File: config.mk
export PLATFORM = sky130hd
export DESIGN_NAME = ps2_key_tracker
export DESIGN_NICKNAME = d
export VERILOG_FILES = /design/src/rtl/ps2_pkg.sv /design/src/rtl/ps2_key_slot.sv /design/src/rtl/ps2_key_tracker.sv
export SDC_FILE = /design/constraint.sdc
export NUM_CORES = 1
export LEC_CHECK = 0
export BUFFER_PORTS_ARGS = -buffer_cell sky130_fd_sc_hd__buf_4
export CORE_ASPECT_RATIO = 0.9
export CORE_MARGIN = 2
export CORE_UTILIZATION = 60
export CTS_CLUSTER_SIZE = 30
export DETAILED_ROUTE_END_ITERATION = 8
export GPL_ROUTABILITY_DRIVEN = 0
export PLACE_DENSITY = 0.81
export SLEW_MARGIN = 20
export SYNTH_ARGS = -nofsm -noshare
export SYNTH_HDL_FRONTEND = slang
export SYNTH_SLANG_ARGS = --single-unit
File: constraint.sdc
create_clock -name clock -period 5.95 [get_ports clock]
set_clock_uncertainty 0.2 [all_clocks]
set_input_delay 0.8925 -clock clock [delete_from_list [all_inputs] [get_ports clock]]
set_output_delay 0.8925 -clock clock [all_outputs]
set_load 0.05 [all_outputs]
File: src/rtl/ps2_pkg.sv
// Shared PS/2 Set-2 constants and the prefix FSM state encoding.
package ps2_pkg;

    localparam logic [7:0] PS2_EXT    = 8'hE0;
    localparam logic [7:0] PS2_BREAK  = 8'hF0;
    localparam logic [7:0] PS2_ERR_LO = 8'h00;
    localparam logic [7:0] PS2_ERR_HI = 8'hFF;

    typedef enum logic [1:0] {
        IDLE     = 2'd0,
        GOT_E0   = 2'd1,
        GOT_F0   = 2'd2,
        GOT_E0F0 = 2'd3
    } ps2_state_t;

endpackage

File: src/rtl/ps2_key_slot.sv
// One tracked key: compares the broadcast event against its own code/ext
// and keeps the held level plus press/release pulses.
import ps2_pkg::*;

module ps2_key_slot #(
    parameter logic [7:0] CODE = 8'h00,
    parameter logic       EXT  = 1'b0
) (
    input  logic       clock,
    input  logic       resetn,
    input  logic       clear_all,
    input  logic       make_v,
    input  logic       break_v,
    input  logic       ext,
    input  logic [7:0] code,
    output logic       held,
    output logic       press_pulse,
    output logic       release_pulse
);

    logic match;

    // Ext and non-ext keys with the same code are distinct keys.
    assign match = (code == CODE) && (ext == EXT);

    // Held level and one-cycle pulses; clear_all releases a held key at once.
    always_ff @(posedge clock) begin
        if (!resetn) begin
            held          <= 1'b0;
            press_pulse   <= 1'b0;
            release_pulse <= 1'b0;
        end else begin
            press_pulse   <= 1'b0;
            release_pulse <= 1'b0;
            if (clear_all) begin
                held          <= 1'b0;
                release_pulse <= held;
            end else if (match) begin
                // A make on an already held key is typematic repeat: ignored.
                if (make_v && !held) begin
                    held        <= 1'b1;
                    press_pulse <= 1'b1;
                end
                // A break on a key that is not held is silently ignored.
                if (break_v && held) begin
                    held          <= 1'b0;
                    release_pulse <= 1'b1;
                end
            end
        end
    end

endmodule

File: src/rtl/ps2_key_tracker.sv
// PS/2 Set-2 make/break decoder: E0/F0 prefix FSM with a prefix timeout,
// a one-cycle decoded-event broadcast, and one ps2_key_slot per tracked key.
// A byte sampled at edge N produces its event register at N and the key
// and error outputs at N+1.
import ps2_pkg::*;

module ps2_key_tracker #(
    parameter int                      NUM_KEYS       = 3,
    parameter logic [NUM_KEYS*8-1:0]   KEY_CODES      = {8'h2d, 8'h1d, 8'h1b},
    parameter logic [NUM_KEYS-1:0]     KEY_EXT        = '0,
    parameter int                      TIMEOUT_CYCLES = 2_500_000
) (
    input  logic                clock,
    input  logic                resetn,
    input  logic                code_valid,
    input  logic [7:0]          code_in,
    input  logic                clear_all,
    output logic [NUM_KEYS-1:0] key_held,
    output logic [NUM_KEYS-1:0] key_press,
    output logic [NUM_KEYS-1:0] key_release,
    output logic                any_held,
    output logic                error
);

    localparam int              CNT_W    = (TIMEOUT_CYCLES > 1) ? $clog2(TIMEOUT_CYCLES) : 1;
    localparam logic [CNT_W-1:0] CNT_LAST = CNT_W'(TIMEOUT_CYCLES - 1);

    ps2_state_t       state, next_state;
    logic [CNT_W-1:0] cnt;
    logic             timeout;
    logic             is_err_byte;
    logic             nxt_make, nxt_break, nxt_ext, nxt_err;
    logic             ev_make, ev_break, ev_ext;
    logic [7:0]       ev_code;
    logic             err_q;

    assign is_err_byte = (code_in == PS2_ERR_LO) || (code_in == PS2_ERR_HI);
    assign timeout     = (state != IDLE) && (cnt == CNT_LAST);
    assign any_held    = |key_held;

    // Prefix FSM next state and decoded event; a new byte beats a timeout.
    always_comb begin
        next_state = state;
        nxt_make   = 1'b0;
        nxt_break  = 1'b0;
        nxt_ext    = 1'b0;
        nxt_err    = 1'b0;
        if (code_valid) begin
            case (state)
                IDLE: begin
                    if (code_in == PS2_EXT)        next_state = GOT_E0;
                    else if (code_in == PS2_BREAK) next_state = GOT_F0;
                    else if (is_err_byte)          nxt_err    = 1'b1;
                    else                           nxt_make   = 1'b1;
                end
                GOT_E0: begin
                    if (code_in == PS2_BREAK) begin
                        next_state = GOT_E0F0;
                    end else if (code_in == PS2_EXT) begin
                        nxt_err = 1'b1;
                    end else if (is_err_byte) begin
                        nxt_err    = 1'b1;
                        next_state = IDLE;
                    end else begin
                        nxt_make   = 1'b1;
                        nxt_ext    = 1'b1;
                        next_state = IDLE;
                    end
                end
                GOT_F0, GOT_E0F0: begin
                    next_state = IDLE;
                    if (code_in == PS2_EXT || code_in == PS2_BREAK || is_err_byte) begin
                        nxt_err = 1'b1;
                    end else begin
                        nxt_break = 1'b1;
                        nxt_ext   = (state == GOT_E0F0);
                    end
                end
                default: next_state = IDLE;
            endcase
        end else if (timeout) begin
            next_state = IDLE;
            nxt_err    = 1'b1;
        end
    end

    // State, timeout counter, event broadcast register and error pipeline.
    always_ff @(posedge clock) begin
        if (!resetn) begin
            state    <= IDLE;
            cnt      <= '0;
            ev_make  <= 1'b0;
            ev_break <= 1'b0;
            ev_ext   <= 1'b0;
            ev_code  <= 8'h00;
            err_q    <= 1'b0;
            error    <= 1'b0;
        end else if (clear_all) begin
            state    <= IDLE;
            cnt      <= '0;
            ev_make  <= 1'b0;
            ev_break <= 1'b0;
            ev_ext   <= 1'b0;
            err_q    <= 1'b0;
            error    <= err_q;
        end else begin
            state    <= next_state;
            // Counter only advances while waiting for a prefix follow-up.
            if (code_valid || next_state == IDLE) cnt <= '0;
            else                                  cnt <= cnt + 1'b1;
            ev_make  <= nxt_make;
            ev_break <= nxt_break;
            ev_ext   <= nxt_ext;
            ev_code  <= code_in;
            err_q    <= nxt_err;
            error    <= err_q;
        end
    end

    for (genvar i = 0; i < NUM_KEYS; i++) begin : g_slot
        ps2_key_slot #(
            .CODE (KEY_CODES[8*i +: 8]),
            .EXT  (KEY_EXT[i])
        ) u_slot (
            .clock         (clock),
            .resetn        (resetn),
            .clear_all     (clear_all),
            .make_v        (ev_make),
            .break_v       (ev_break),
            .ext           (ev_ext),
            .code          (ev_code),
            .held          (key_held[i]),
            .press_pulse   (key_press[i]),
            .release_pulse (key_release[i])
        );
    end

endmodule

==> impl_metrics.ini <==
[clocking]
clk_transition_reported_paths_ns = 0.08
ctsLongestPathBuffers = 2
htree_num_levels = 2
post_cts_resize_count = 0
clock-sinks = 46
insertion_delay_ns = 0.30
root_cell_of_the_clock_tree = clkbuf_8
numCtsBuffers = 5
cts-hold-fix-buffers = 0
postCtsSetupBuffers = 0
tritoncts = done

[timing]
fin_crit_sh_pct = 41.6
setup_ws_ns = 3.48
rsz0062_at_grt = false
worst-slew-pin-transition_ns = 0.733
setup_tns_ns = 0
post-route-min-period_ns = 2.47
hold-worst-slack_ns = 0.238
slew-limit-headroom_pct = 50.4
finalHoldViolations = 0
slew_violations = 0
maxClockFrequency_mhz = 404
setup_viol = 0

[power_and_ir_drop]
powerDensity_nw_per_um2 = 245
max-vdd-ir-drop_mv = 0.178
power.static_leakage_nw = 0.795
total_power_uw = 569

[route]
antenna_violating_nets_post_route = 0
drt_drc_violations_left = 0
route.detailed.vias_per_inst = 5.61
via_count = 1660
finalWirelength_um = 4060
first_pass_iters = 4
wl_per_cell_um = 13.7
detail_route.iter0.violations = 140

[synth]
yosysWarningCount = 0
portion_of_the_post_synthesis_area_used_by_sequential_elements_pct = 44.1
synth_cells = 237
postSynth.topFlopCell = dfxtp_1
post-synth-top-area-cell = dfxtp_1
synth_seq_cells = 46
average_cell_area_after_synthesis_um2 = 8.81
synth.cell_area_um2 = 2090
synthesis.nets = 250
async_reset_ff_share_pct = 0
synth_top_cells_by_area = dfxtp_1, a21oi_1, mux2i_1
post_synth_edffs = 0
synthMostInstantiatedCell = dfxtp_1
synthDistinctLibCells = 44
area_share_of_the_largest_cell_type_after_synthesis_pct = 44.1
top_cells_by_instance_count_after_synthesis = dfxtp_1, nor2_1, a21oi_1, nand2_1, o21ai_0

[job]
maxCapViolations = 0

[grt]
first_global_vias = 1479
global_route.usage.total_pct = 22.3
grt_start_max_net_pins = 17
grt_first_pass_wirelength_um = 6630
grt.overflow.total = 0
grt_antenna_before_repair = 0

[worst_setup_path]
arrival_ns = 2.47
critPathKind = reg -> reg
crit_chain = ha_1 > nand4_1 > or4_1 > o21ai_1 > buf_4 > nor2_1
critical-path-slowest-cell = or4_1
worst-endpoint-required_ns = 5.95
critical_path.max_fanout = 16
worst_path_largest_cell_delay_ns = 0.60
crit_start_category = flop
worstSetupEndpointType = flop

[placed_design]
portBuffers = 22
pre_cts_slack_ns = 3.41
numPlacedInstances = 288
place.detailed.hpwl_um = 2860

[layout]
layout_overhead_on_the_synthesized_area_pct = 11.5
final_nets = 264
finish.cell_count_without_fillers = 296
post_route_cells_drive_above_1_share_pct = 15.5
antenna-diode-count = 0

[status]
outcome = finished clean

[floorplan]
design.core.area_um2 = 3350
die_w_um = 66.2
fp.dieH_um = 60.0
die_area_um2 = 3970
starting_density_of_the_core_pct = 62.2
row_count = 20
boundaryPins = 23

[worst_hold_path]
tightest_hold_check_type = reg -> reg
-- worst paths after layout --
path           from     end  slack (ns)  cells past startpoint
max reg2reg  cnt[0]  cnt[9]        3.48                      6
max          cnt[0]  cnt[9]        3.48                      6
min reg2reg   err_q   error        0.24                      1
min           err_q   error        0.24                      1
-- cell usage in the layout (no fill, tap or decap), types with 4 or more instances in the layout --
master / n
or4_1: 8
nand3_1: 8
clkbuf_8: 5
or3_1: 8
xor2_1: 5
nand3b_1: 4
and3_1: 4
nor3_1: 9
xnor2_1: 5
buf_4: 23
mux2i_1: 8
nand4_1: 7
nor2_1: 18
o21ai_0: 12
inv_1: 6
dfxtp_1: 46
a21oi_1: 16
nand2_1: 16
nor2b_1: 11
-- cell families (layout without fill, tap and decap cells) --
logic type / count (synthesis) / in the layout / share of synthesized area (%)
flops: 46 / 46 / 44.1
mux: 8 / 8 / 3.84
compound gates: 38 / 38 / 10.5
buf+inv: 22 / 37 / 5.82
xor+xnor: 10 / 10 / 4.20
simple gates: 112 / 112 / 30.9
fa+ha+maj: 1 / 1 / 0.599
-- where the power goes --
part / switching, mW / total [mW] / internal, mW
clock network: 0.105 / 0.230 / 0.125
registers: 0.00271 / 0.314 / 0.311
logic: 0.0124 / 0.0243 / 0.0119
-- sequential cells by signal (all words and copies together) (netlist names) --
| name | cells |
|---|---|
| err_q | 1 |
| g_slot.u_slot.press_pulse | 3 |
| cnt | 22 |
| state | 2 |
| ev_make | 1 |
| ev_code | 8 |
| g_slot.u_slot.release_pulse | 3 |
| g_slot.u_slot.held | 3 |
| ev_break | 1 |
| ev_ext | 1 |
| error | 1 |
-- cell type report --
type	count	area [µm²]
multi-input combinational	169	1040
fill	294	1030
sequential	46	921
timing repair buffer	23	173
clock buffer	6	72.6
tap	44	55.1
clock inverter	2	37.5
inverter	6	22.5
-- metal layers --
layer / track usage, % / vias up / wire length (µm)
met1: 29.5 / 749 / 2060
met2: 34.7 / 36 / 1770
met3: 5.08 / 8 / 145
met5: 0 / - / 0
met4: 10.5 / 0 / 78
li1: - / 867 / -
-- metrics by stage --
step / cell area [µm²] / util (%)
floorplan: 2090 / -
global placement: 2220 / 66.1
detailed placement: 2220 / 66.1
CTS: 2330 / 69.4
global route: 2330 / 69.4
finish: 2330 / 69.4
-- critical path, delay by kind of cell (launching register included) --
| family | cells | cell delay, ns |
|---|---|---|
| simple gates | 3 | 0.84 |
| fa+ha+maj | 1 | 0.24 |
| compound gates | 1 | 0.40 |
| flops | 1 | 0.39 |
| buf+inv | 1 | 0.30 |
No activity file was read; power rests on OpenSTA's default activity.
